### src/rtl/cpu_pkg.sv
// Shared types for the execute stage: ALU opcodes, operand-B sources,
// NZCV bit positions and the execute-stage FSM states.
package cpu_pkg;

  typedef enum logic [2:0] {
    ALU_PASSB = 3'b000,
    ALU_MUL   = 3'b001,
    ALU_ADD   = 3'b010,
    ALU_SUB   = 3'b011,
    ALU_AND   = 3'b100,
    ALU_OR    = 3'b101,
    ALU_XOR   = 3'b110,
    ALU_RSVD  = 3'b111
  } alu_op_e;

  typedef enum logic [1:0] {
    SRC_DB     = 2'b00,
    SRC_IMM12  = 2'b01,
    SRC_DADDR9 = 2'b10,
    SRC_LS     = 2'b11
  } alu_src_e;

  localparam int FLAG_N = 3;
  localparam int FLAG_Z = 2;
  localparam int FLAG_C = 1;
  localparam int FLAG_V = 0;

  typedef enum logic [1:0] {
    EX_IDLE = 2'b00,
    EX_BUSY = 2'b01,
    EX_DONE = 2'b10
  } ex_state_e;

endpackage

### src/rtl/ex_stage_if.sv
// ID/EX -> EX -> EX/MEM bundle. master drives the decoded instruction,
// slave (the execute stage) returns stall, flags and the EX/MEM register.
interface ex_stage_if #(parameter int WIDTH = 64);

  logic             valid_in;
  logic             flush;
  logic             RegWrite;
  logic             MemWrite;
  logic             MemToReg;
  logic             flagWrite;
  logic [1:0]       ALUSrc;
  logic [2:0]       ALUOp;
  logic [4:0]       Rd;
  logic [WIDTH-1:0] Da;
  logic [WIDTH-1:0] Db;
  logic [WIDTH-1:0] Imm12Ext;
  logic [WIDTH-1:0] Daddr9Ext;
  logic [WIDTH-1:0] LS;

  logic             stall;
  logic             valid_out;
  logic             RegWrite_out;
  logic             MemWrite_out;
  logic             MemToReg_out;
  logic [4:0]       Rd_out;
  logic [WIDTH-1:0] ALUResult_out;
  logic [WIDTH-1:0] StoreData_out;
  logic [3:0]       flags;

  modport master (
    output valid_in, flush, RegWrite, MemWrite, MemToReg, flagWrite,
           ALUSrc, ALUOp, Rd, Da, Db, Imm12Ext, Daddr9Ext, LS,
    input  stall, valid_out, RegWrite_out, MemWrite_out, MemToReg_out,
           Rd_out, ALUResult_out, StoreData_out, flags
  );

  modport slave (
    input  valid_in, flush, RegWrite, MemWrite, MemToReg, flagWrite,
           ALUSrc, ALUOp, Rd, Da, Db, Imm12Ext, Daddr9Ext, LS,
    output stall, valid_out, RegWrite_out, MemWrite_out, MemToReg_out,
           Rd_out, ALUResult_out, StoreData_out, flags
  );

endinterface

### src/rtl/ex_stage_mul_iter.sv
// Iterative shift-add multiplier retiring MUL_BITS_PER_CYC multiplier bits
// per cycle; keeps only the low WIDTH bits of the product.
module mul_iter #(
  parameter int WIDTH            = 64,
  parameter int MUL_BITS_PER_CYC = 4
) (
  input  logic             clk,
  input  logic             reset,
  input  logic             start,
  input  logic             abort,
  input  logic [WIDTH-1:0] a,
  input  logic [WIDTH-1:0] b,
  output logic             busy,
  output logic             done,
  output logic [WIDTH-1:0] product
);

  localparam int N  = WIDTH / MUL_BITS_PER_CYC;
  localparam int CW = (N > 1) ? $clog2(N) : 1;

  logic [WIDTH-1:0] a_reg;
  logic [WIDTH-1:0] b_reg;
  logic [WIDTH-1:0] acc_reg;
  logic [CW-1:0]    count_reg;
  logic             busy_reg;
  logic             last_step;
  logic [WIDTH-1:0] step_sum;
  logic [WIDTH-1:0] pp [MUL_BITS_PER_CYC];

  genvar gi;
  generate
    for (gi = 0; gi < MUL_BITS_PER_CYC; gi++) begin : g_pp
      assign pp[gi] = b_reg[gi] ? (a_reg << gi) : '0;
    end
  endgenerate

  always_comb begin
    step_sum = '0;
    for (int i = 0; i < MUL_BITS_PER_CYC; i++) begin
      step_sum = step_sum + pp[i];
    end
  end

  // done marks the final step; product holds the full result from the next cycle on
  assign last_step = busy_reg && (count_reg == CW'(N - 1));
  assign done      = last_step;
  assign busy      = busy_reg;
  assign product   = acc_reg;

  always_ff @(posedge clk or negedge reset) begin
    if (!reset) begin
      a_reg     <= '0;
      b_reg     <= '0;
      acc_reg   <= '0;
      count_reg <= '0;
      busy_reg  <= 1'b0;
    end else if (abort) begin
      busy_reg  <= 1'b0;
    end else if (start) begin
      a_reg     <= a;
      b_reg     <= b;
      acc_reg   <= '0;
      count_reg <= '0;
      busy_reg  <= 1'b1;
    end else if (busy_reg) begin
      acc_reg   <= acc_reg + step_sum;
      a_reg     <= a_reg << MUL_BITS_PER_CYC;
      b_reg     <= b_reg >> MUL_BITS_PER_CYC;
      count_reg <= count_reg + CW'(1);
      if (last_step) begin
        busy_reg <= 1'b0;
      end
    end
  end

endmodule

### src/rtl/ex_stage.sv
// Execute stage: operand-B select, ALU with NZCV register, iterative MUL
// sequencing with ID/EX stall, and the registered EX/MEM bundle.
module ex_stage
  import cpu_pkg::*;
#(
  parameter int WIDTH            = 64,
  parameter int MUL_BITS_PER_CYC = 4
) (
  input logic       clk,
  input logic       reset,
  ex_stage_if.slave bus
);

  ex_state_e        state_reg;
  alu_op_e          op;
  logic             is_mul;
  logic             mul_start;
  logic             flag_load;
  logic [WIDTH-1:0] b_sel;
  logic [WIDTH-1:0] b_eff;
  logic [WIDTH:0]   sum;
  logic [WIDTH-1:0] alu_res;
  logic             c_flag;
  logic             v_flag;
  logic [3:0]       nzcv;

  logic             valid_out_reg;
  logic             rw_out_reg;
  logic             mw_out_reg;
  logic             m2r_out_reg;
  logic [4:0]       rd_out_reg;
  logic [WIDTH-1:0] result_reg;
  logic [WIDTH-1:0] store_reg;
  logic [3:0]       flags_reg;

  logic             hold_rw_reg;
  logic             hold_mw_reg;
  logic             hold_m2r_reg;
  logic [4:0]       hold_rd_reg;
  logic [WIDTH-1:0] hold_db_reg;

  logic             mul_busy;
  logic             mul_done;
  logic [WIDTH-1:0] mul_product;

  assign op        = alu_op_e'(bus.ALUOp);
  assign is_mul    = (op == ALU_MUL);
  assign mul_start = (state_reg == EX_IDLE) && bus.valid_in && is_mul && !bus.flush;
  assign flag_load = (state_reg == EX_IDLE) && bus.valid_in && bus.flagWrite
                     && !bus.flush && !is_mul;
  // Gated by reset so the ID/EX hold drops the moment reset asserts
  assign bus.stall = reset && (mul_start || ((state_reg == EX_BUSY) && !bus.flush));

  always_comb begin
    b_sel = bus.Db;
    case (alu_src_e'(bus.ALUSrc))
      SRC_DB:     b_sel = bus.Db;
      SRC_IMM12:  b_sel = bus.Imm12Ext;
      SRC_DADDR9: b_sel = bus.Daddr9Ext;
      SRC_LS:     b_sel = bus.LS;
      default:    b_sel = bus.Db;
    endcase
  end

  always_comb begin
    b_eff   = (op == ALU_SUB) ? ~b_sel : b_sel;
    sum     = {1'b0, bus.Da} + {1'b0, b_eff} + {{WIDTH{1'b0}}, (op == ALU_SUB)};
    alu_res = b_sel;
    c_flag  = 1'b0;
    v_flag  = 1'b0;
    case (op)
      ALU_ADD, ALU_SUB: begin
        alu_res = sum[WIDTH-1:0];
        c_flag  = sum[WIDTH];
        v_flag  = (bus.Da[WIDTH-1] == b_eff[WIDTH-1]) && (alu_res[WIDTH-1] != bus.Da[WIDTH-1]);
      end
      ALU_AND: alu_res = bus.Da & b_sel;
      ALU_OR:  alu_res = bus.Da | b_sel;
      ALU_XOR: alu_res = bus.Da ^ b_sel;
      default: alu_res = b_sel;
    endcase
    nzcv         = '0;
    nzcv[FLAG_N] = alu_res[WIDTH-1];
    nzcv[FLAG_Z] = (alu_res == '0);
    nzcv[FLAG_C] = c_flag;
    nzcv[FLAG_V] = v_flag;
  end

  mul_iter #(
    .WIDTH            (WIDTH),
    .MUL_BITS_PER_CYC (MUL_BITS_PER_CYC)
  ) u_mul (
    .clk     (clk),
    .reset   (reset),
    .start   (mul_start),
    .abort   (bus.flush),
    .a       (bus.Da),
    .b       (b_sel),
    .busy    (mul_busy),
    .done    (mul_done),
    .product (mul_product)
  );

  always_ff @(posedge clk or negedge reset) begin
    if (!reset) begin
      state_reg     <= EX_IDLE;
      valid_out_reg <= 1'b0;
      rw_out_reg    <= 1'b0;
      mw_out_reg    <= 1'b0;
      m2r_out_reg   <= 1'b0;
      rd_out_reg    <= '0;
      result_reg    <= '0;
      store_reg     <= '0;
      flags_reg     <= '0;
      hold_rw_reg   <= 1'b0;
      hold_mw_reg   <= 1'b0;
      hold_m2r_reg  <= 1'b0;
      hold_rd_reg   <= '0;
      hold_db_reg   <= '0;
    end else begin
      // Bubble by default; the branches below overwrite it when something issues
      valid_out_reg <= 1'b0;
      rw_out_reg    <= 1'b0;
      mw_out_reg    <= 1'b0;
      m2r_out_reg   <= 1'b0;
      if (bus.flush) begin
        state_reg <= EX_IDLE;
      end else begin
        case (state_reg)
          EX_IDLE: begin
            if (bus.valid_in && is_mul) begin
              hold_rw_reg  <= bus.RegWrite;
              hold_mw_reg  <= bus.MemWrite;
              hold_m2r_reg <= bus.MemToReg;
              hold_rd_reg  <= bus.Rd;
              hold_db_reg  <= bus.Db;
              state_reg    <= EX_BUSY;
            end else if (bus.valid_in) begin
              valid_out_reg <= 1'b1;
              rw_out_reg    <= bus.RegWrite;
              mw_out_reg    <= bus.MemWrite;
              m2r_out_reg   <= bus.MemToReg;
              rd_out_reg    <= bus.Rd;
              result_reg    <= alu_res;
              store_reg     <= bus.Db;
            end
          end
          EX_BUSY: begin
            if (mul_done) begin
              state_reg <= EX_DONE;
            end else if (!mul_busy) begin
              state_reg <= EX_IDLE;
            end
          end
          EX_DONE: begin
            valid_out_reg <= 1'b1;
            rw_out_reg    <= hold_rw_reg;
            mw_out_reg    <= hold_mw_reg;
            m2r_out_reg   <= hold_m2r_reg;
            rd_out_reg    <= hold_rd_reg;
            result_reg    <= mul_product;
            store_reg     <= hold_db_reg;
            state_reg     <= EX_IDLE;
          end
          default: state_reg <= EX_IDLE;
        endcase
      end
      if (flag_load) begin
        flags_reg <= nzcv;
      end
    end
  end

  assign bus.valid_out     = valid_out_reg;
  assign bus.RegWrite_out  = rw_out_reg;
  assign bus.MemWrite_out  = mw_out_reg;
  assign bus.MemToReg_out  = m2r_out_reg;
  assign bus.Rd_out        = rd_out_reg;
  assign bus.ALUResult_out = result_reg;
  assign bus.StoreData_out = store_reg;
  assign bus.flags         = flags_reg;

endmodule

### src/flat_wrapper.sv
// flat-port wrapper written by rule: the top's interface ports become plain ports
module ex_stage_flat import cpu_pkg::*;
#(
  parameter int WIDTH            = 64,
  parameter int MUL_BITS_PER_CYC = 4
)
  (clk, reset, bus_valid_in, bus_flush, bus_RegWrite, bus_MemWrite, bus_MemToReg, bus_flagWrite, bus_ALUSrc, bus_ALUOp, bus_Rd, bus_Da, bus_Db, bus_Imm12Ext, bus_Daddr9Ext, bus_LS, bus_stall, bus_valid_out, bus_RegWrite_out, bus_MemWrite_out, bus_MemToReg_out, bus_Rd_out, bus_ALUResult_out, bus_StoreData_out, bus_flags);
  ex_stage_if #(.WIDTH(WIDTH)) bus_i ();
  input logic clk;
  input logic reset;
  input wire logic [$bits(bus_i.valid_in)-1:0] bus_valid_in;
  input wire logic [$bits(bus_i.flush)-1:0] bus_flush;
  input wire logic [$bits(bus_i.RegWrite)-1:0] bus_RegWrite;
  input wire logic [$bits(bus_i.MemWrite)-1:0] bus_MemWrite;
  input wire logic [$bits(bus_i.MemToReg)-1:0] bus_MemToReg;
  input wire logic [$bits(bus_i.flagWrite)-1:0] bus_flagWrite;
  input wire logic [$bits(bus_i.ALUSrc)-1:0] bus_ALUSrc;
  input wire logic [$bits(bus_i.ALUOp)-1:0] bus_ALUOp;
  input wire logic [$bits(bus_i.Rd)-1:0] bus_Rd;
  input wire logic [$bits(bus_i.Da)-1:0] bus_Da;
  input wire logic [$bits(bus_i.Db)-1:0] bus_Db;
  input wire logic [$bits(bus_i.Imm12Ext)-1:0] bus_Imm12Ext;
  input wire logic [$bits(bus_i.Daddr9Ext)-1:0] bus_Daddr9Ext;
  input wire logic [$bits(bus_i.LS)-1:0] bus_LS;
  output wire logic [$bits(bus_i.stall)-1:0] bus_stall;
  output wire logic [$bits(bus_i.valid_out)-1:0] bus_valid_out;
  output wire logic [$bits(bus_i.RegWrite_out)-1:0] bus_RegWrite_out;
  output wire logic [$bits(bus_i.MemWrite_out)-1:0] bus_MemWrite_out;
  output wire logic [$bits(bus_i.MemToReg_out)-1:0] bus_MemToReg_out;
  output wire logic [$bits(bus_i.Rd_out)-1:0] bus_Rd_out;
  output wire logic [$bits(bus_i.ALUResult_out)-1:0] bus_ALUResult_out;
  output wire logic [$bits(bus_i.StoreData_out)-1:0] bus_StoreData_out;
  output wire logic [$bits(bus_i.flags)-1:0] bus_flags;
  assign bus_i.valid_in = bus_valid_in;
  assign bus_i.flush = bus_flush;
  assign bus_i.RegWrite = bus_RegWrite;
  assign bus_i.MemWrite = bus_MemWrite;
  assign bus_i.MemToReg = bus_MemToReg;
  assign bus_i.flagWrite = bus_flagWrite;
  assign bus_i.ALUSrc = bus_ALUSrc;
  assign bus_i.ALUOp = bus_ALUOp;
  assign bus_i.Rd = bus_Rd;
  assign bus_i.Da = bus_Da;
  assign bus_i.Db = bus_Db;
  assign bus_i.Imm12Ext = bus_Imm12Ext;
  assign bus_i.Daddr9Ext = bus_Daddr9Ext;
  assign bus_i.LS = bus_LS;
  assign bus_stall = bus_i.stall;
  assign bus_valid_out = bus_i.valid_out;
  assign bus_RegWrite_out = bus_i.RegWrite_out;
  assign bus_MemWrite_out = bus_i.MemWrite_out;
  assign bus_MemToReg_out = bus_i.MemToReg_out;
  assign bus_Rd_out = bus_i.Rd_out;
  assign bus_ALUResult_out = bus_i.ALUResult_out;
  assign bus_StoreData_out = bus_i.StoreData_out;
  assign bus_flags = bus_i.flags;
  ex_stage #(.WIDTH(WIDTH), .MUL_BITS_PER_CYC(MUL_BITS_PER_CYC)) u_core (.clk(clk), .reset(reset), .bus(bus_i));
endmodule
### config.mk
export PLATFORM = sky130hd
export DESIGN_NAME = ex_stage_flat
export DESIGN_NICKNAME = d
export VERILOG_FILES = /design/src/rtl/cpu_pkg.sv /design/src/rtl/ex_stage_if.sv /design/src/rtl/ex_stage_mul_iter.sv /design/src/rtl/ex_stage.sv /design/src/flat_wrapper.sv
export SDC_FILE = /design/constraint.sdc
export NUM_CORES = 2
export LEC_CHECK = 0
export ABC_AREA = 1
export BUFFER_PORTS_ARGS = -buffer_cell sky130_fd_sc_hd__buf_2
export CORE_MARGIN = 2
export CORE_UTILIZATION = 29
export DETAILED_ROUTE_END_ITERATION = 8
export PLACE_DENSITY_LB_ADDON = 0.1
export SKIP_CTS_REPAIR_TIMING = 1
export SYNTH_ARGS = -nofsm -noshare
export SYNTH_HDL_FRONTEND = slang
export SYNTH_SLANG_ARGS = --single-unit
### constraint.sdc
create_clock -name clk -period 6.2 [get_ports clk]
set_input_delay 0.31 -clock clk [delete_from_list [all_inputs] [get_ports clk]]
set_output_delay 0.31 -clock clk [all_outputs]
set_load 0.02 [all_outputs]
==> impl_summary.md <==
Synth
In this run, distinct cell masters in the synthesized netlist total 62. The most used flip-flop cell after synthesis is sky130_fd_sc_hd__dfrtp_1. The synthesized flop and latch total is 412. The sequential share of the synthesized area is 0.269. The proportion of synthesized flip-flops having asynchronous set or reset is 1.00.

The count of flip-flops with a built-in enable after synthesis is 0. Yosys attributes the largest share of cell area to sky130_fd_sc_hd__dfrtp_1, sky130_fd_sc_hd__nand2_1, sky130_fd_sc_hd__fa_1. The number of nets in the synthesized netlist is 6195.

The number of standard cells after synthesis is 5404. The count of synthesis-stage warnings from yosys is 0. The synthesized design spends more area on one cell type than any other, namely sky130_fd_sc_hd__dfrtp_1. Of the post-synthesis cell area, the dominant cell type holds 0.269. Each instance of the synthesized netlist takes up on average 7.09 µm². The cell area that synthesis handed to floorplanning was 38300 µm².

Layout
Leaving out fill and tap cells, the most frequent cells in the layout are sky130_fd_sc_hd__nand2_1, sky130_fd_sc_hd__inv_1, sky130_fd_sc_hd__buf_2. The net count of the finished layout is 6629. The filler cell count in the final layout is 14269.

The library cell used most frequently in the layout, excluding fill and tap cells, is sky130_fd_sc_hd__nand2_1. The fraction of layout cells with a size suffix above 1 is 0.129. The synthesis-to-layout area growth is 17.9%.

CTS
After clock tree synthesis, the clock-pin slew on the worst setup and hold paths is 60 ps. TritonCTS built the clock tree. The number of sinks driven by the clock tree is 412. The clock reaches the later pin of the worst-skew pair after 660 ps.

The maximum clock path buffer count is 3. CTS built an H-tree with a depth of 2. The cell sitting at the root of the clock tree is a sky130_fd_sc_hd__clkbuf_16. TritonCTS created 54 clock buffers.

Die
The height of the die is 367 µm. The core footprint is 131000 µm². The initial core utilization is 0.292. The die is 367 µm wide.

The I/O pin count is 480. The floorplan step defined a die boundary enclosing 135000 µm². The number of placement rows is 133.

Worst setup path
For the worst setup path, the data arrival time is 6390 ps. The setup path with the least slack is of type flop to flop. In this run the critical register-to-register path is captured at u_core.u_mul.product[45]$_DFFE_PN0P_. The critical path endpoint category is a flop. The setup check on the worst reg-to-reg path leaves a slack of 340 ps. Measured in cells, the most critical reg-to-reg path has a length of 22.

The worst setup path startpoint is u_core.u_mul.b_reg[2]$_DFFE_PN0P_. Data on the critical path is required at its endpoint by 6730 ps. In this run the critical register-to-register path is launched from u_core.u_mul.b_reg[2]$_DFFE_PN0P_. STA classifies the critical path startpoint as a flop. The highest net fanout along the worst path is 28.

Detailed routing
The first detailed-routing pass took 8 iterations. The number of design rule violations left after detail routing is 0. The total wire length is 172000 µm. The count of antenna-violating nets left after detailed routing is 0.

Dividing the detail-routed wire length by the instance count gives 22.5 µm. The total number of vias is 38353. Dividing the detail-routed via count by the number of cells gives 5.02. The first routing iteration left 2965 violations.

Pwr
The worst ir drop on vdd is 0.230 mV. The total chip power is 0.0159 W. The leakage power figure is 23.9 nW. Dividing total power by cell area gives a power density of 352 nW/µm².

Min path
The worst hold path cell count is 3. The beginning of the worst hold path is bus_Da[48]. The path type of the worst min-delay path is input pin to flop. The worst min-delay path endpoint is u_core.u_mul.a_reg[48]$_DFFE_PN0P_.

GRT
The wire length of the first global-routing pass is 253000 µm. The via count of the first global-routing pass was 37722. The maximum number of pins on one net before global-route repair is 128.

The total routing usage reported by global routing is 0.249. The initial antenna violation count is 32. The remaining global-route overflow is 0.

STA
The aggregate negative setup slack is 0 ps. Setup repair after global routing left no endpoint under its margin. Setup violations remaining at the end of the flow were counted as 0. Timing would allow up to 171 MHz. The setup clock skew after layout is 22.5 ps. In the finished design, the share of the clock period the worst path needs comes to 0.945.

The final-report max-slew violation count is 0. In this run the tightest slew margin relative to its limit is 0.306. The tightest hold margin is -6.45 ps. The transition at the pin with the smallest max-transition slack is 1040 ps.

The clock period could shrink to 5860 ps. The number of endpoints with negative hold slack in the final report came to 2.

Placed design
Input and output buffers added on the ports amount to 479. The post-detailed-placement half-perimeter wirelength is 135000 µm. The congestion estimate from routability-driven global placement came to 0.953.

Status
The checks that failed: hold timing. The flow ran to the end, but the final reports show violations.

Job
The number of maximum-capacitance constraint violations is 0.
worst max-delay path, cell delays in order (launching register included):
cell and delay, ps:
sky130_fd_sc_hd__dfrtp_2 740, sky130_fd_sc_hd__nand2_1 100, sky130_fd_sc_hd__inv_1 100, sky130_fd_sc_hd__fa_1 440, sky130_fd_sc_hd__fa_1 520, sky130_fd_sc_hd__fa_1 510, sky130_fd_sc_hd__ha_1 420, sky130_fd_sc_hd__a21oi_1 240
sky130_fd_sc_hd__inv_1 60, sky130_fd_sc_hd__a31oi_1 210, sky130_fd_sc_hd__nor2_1 60, sky130_fd_sc_hd__nor3_1 450, sky130_fd_sc_hd__nand2_1 180, sky130_fd_sc_hd__a21oi_1 450, sky130_fd_sc_hd__inv_1 170, sky130_fd_sc_hd__nand2_1 100
sky130_fd_sc_hd__nand2_1 110, sky130_fd_sc_hd__nand3_1 90, sky130_fd_sc_hd__nand2_1 110, sky130_fd_sc_hd__nand2_1 80, sky130_fd_sc_hd__o211ai_1 150, sky130_fd_sc_hd__o21ai_0 330, sky130_fd_sc_hd__nand2_1 90
routing by layer:
layer / up-vias / global-route usage / routed length [µm]
met5: - / 0 / 206
met4: 28 / 0.0652 / 4560
met3: 209 / 0.0364 / 8890
met2: 1133 / 0.387 / 75900
met1: 18534 / 0.359 / 82200
li1: 18449 / - / -
synthesized netlist by cell type, types with 12 or more instances:
cell                       number
sky130_fd_sc_hd__inv_2         17
sky130_fd_sc_hd__inv_1        707
sky130_fd_sc_hd__a221oi_1      64
sky130_fd_sc_hd__ha_1         268
sky130_fd_sc_hd__a21oi_1      285
sky130_fd_sc_hd__nor2_1       364
sky130_fd_sc_hd__o22ai_1       12
sky130_fd_sc_hd__buf_6         12
sky130_fd_sc_hd__a211oi_1      25
sky130_fd_sc_hd__dfrtp_1      412
sky130_fd_sc_hd__o21ai_0      303
sky130_fd_sc_hd__clkbuf_1     163
sky130_fd_sc_hd__o211ai_1      90
sky130_fd_sc_hd__a31oi_1       90
sky130_fd_sc_hd__o21ai_2       53
sky130_fd_sc_hd__o21a_1        20
sky130_fd_sc_hd__xor2_1        76
sky130_fd_sc_hd__nand4_1       30
sky130_fd_sc_hd__buf_1         19
sky130_fd_sc_hd__fa_1         185
sky130_fd_sc_hd__nor3_1        30
sky130_fd_sc_hd__nand3_1      195
sky130_fd_sc_hd__o221ai_1      53
sky130_fd_sc_hd__o21ai_1       32
sky130_fd_sc_hd__nand3b_1      26
sky130_fd_sc_hd__buf_2         37
sky130_fd_sc_hd__nand2_1     1722
cells by family (layout without fill, tap and decap cells):
kind of cell	after synthesis	count (layout)	share of synthesized area
buffers and inverters	962	1440	0.0983
other	0	9	0
AO/OA/AOI/OAI	1088	1088	0.178
flip-flops	412	412	0.269
AND/OR/NAND/NOR	2408	2408	0.252
XOR/XNOR	81	81	0.0185
adder cells (fa/ha/maj)	453	453	0.184
cell type report:
type                       instances  area, µm²  share of cell area
antenna                            9       22.5            0.000499
inverter                         726       2740              0.0606
multi-input combinational       4030      24300               0.538
sequential                       412      10300               0.228
clock inverter                    22        272             0.00601
tap                             1755       2200              0.0486
clock buffer                      78       1660              0.0367
timing repair buffer             614       3670              0.0812
worst max path at each step:
stage,end,slack (ps),depth (start not counted)
2_1_floorplan,u_core.u_mul.product[57]$_DFFE_PN0P_,1640,25
6_report,u_core.u_mul.product[45]$_DFFE_PN0P_,340,22
5_1_grt,u_core.u_mul.product[45]$_DFFE_PN0P_,230,22
3_5_place_dp,u_core.u_mul.product[45]$_DFFE_PN0P_,550,22
4_1_cts,u_core.u_mul.product[45]$_DFFE_PN0P_,530,22
3_3_place_gp,u_core.u_mul.product[45]$_DFFE_PN0P_,540,22
report_power, final:
| group | total (W) | switching [W] | internal [W] |
|---|---|---|---|
| registers | 0.00422 | 0.000848 | 0.00337 |
| logic | 0.00823 | 0.00536 | 0.00287 |
| clock network | 0.00346 | 0.00140 | 0.00206 |
through the flow:
stage                     hold slack, ps  utilization  cells  instance area, µm²  setup slack, ps
after global routing                8.57        0.344   7644               45200              231
after detailed placement             365        0.323   7463               42500              549
after global placement               372        0.323   7463               42500              542
after CTS                           -352        0.338   7563               44400              533
after floorplan                     14.4            -   5404               38300             1640
final                              -6.45        0.344   7646               45200              341
Note: power is estimated with default switching activity, not from simulation.
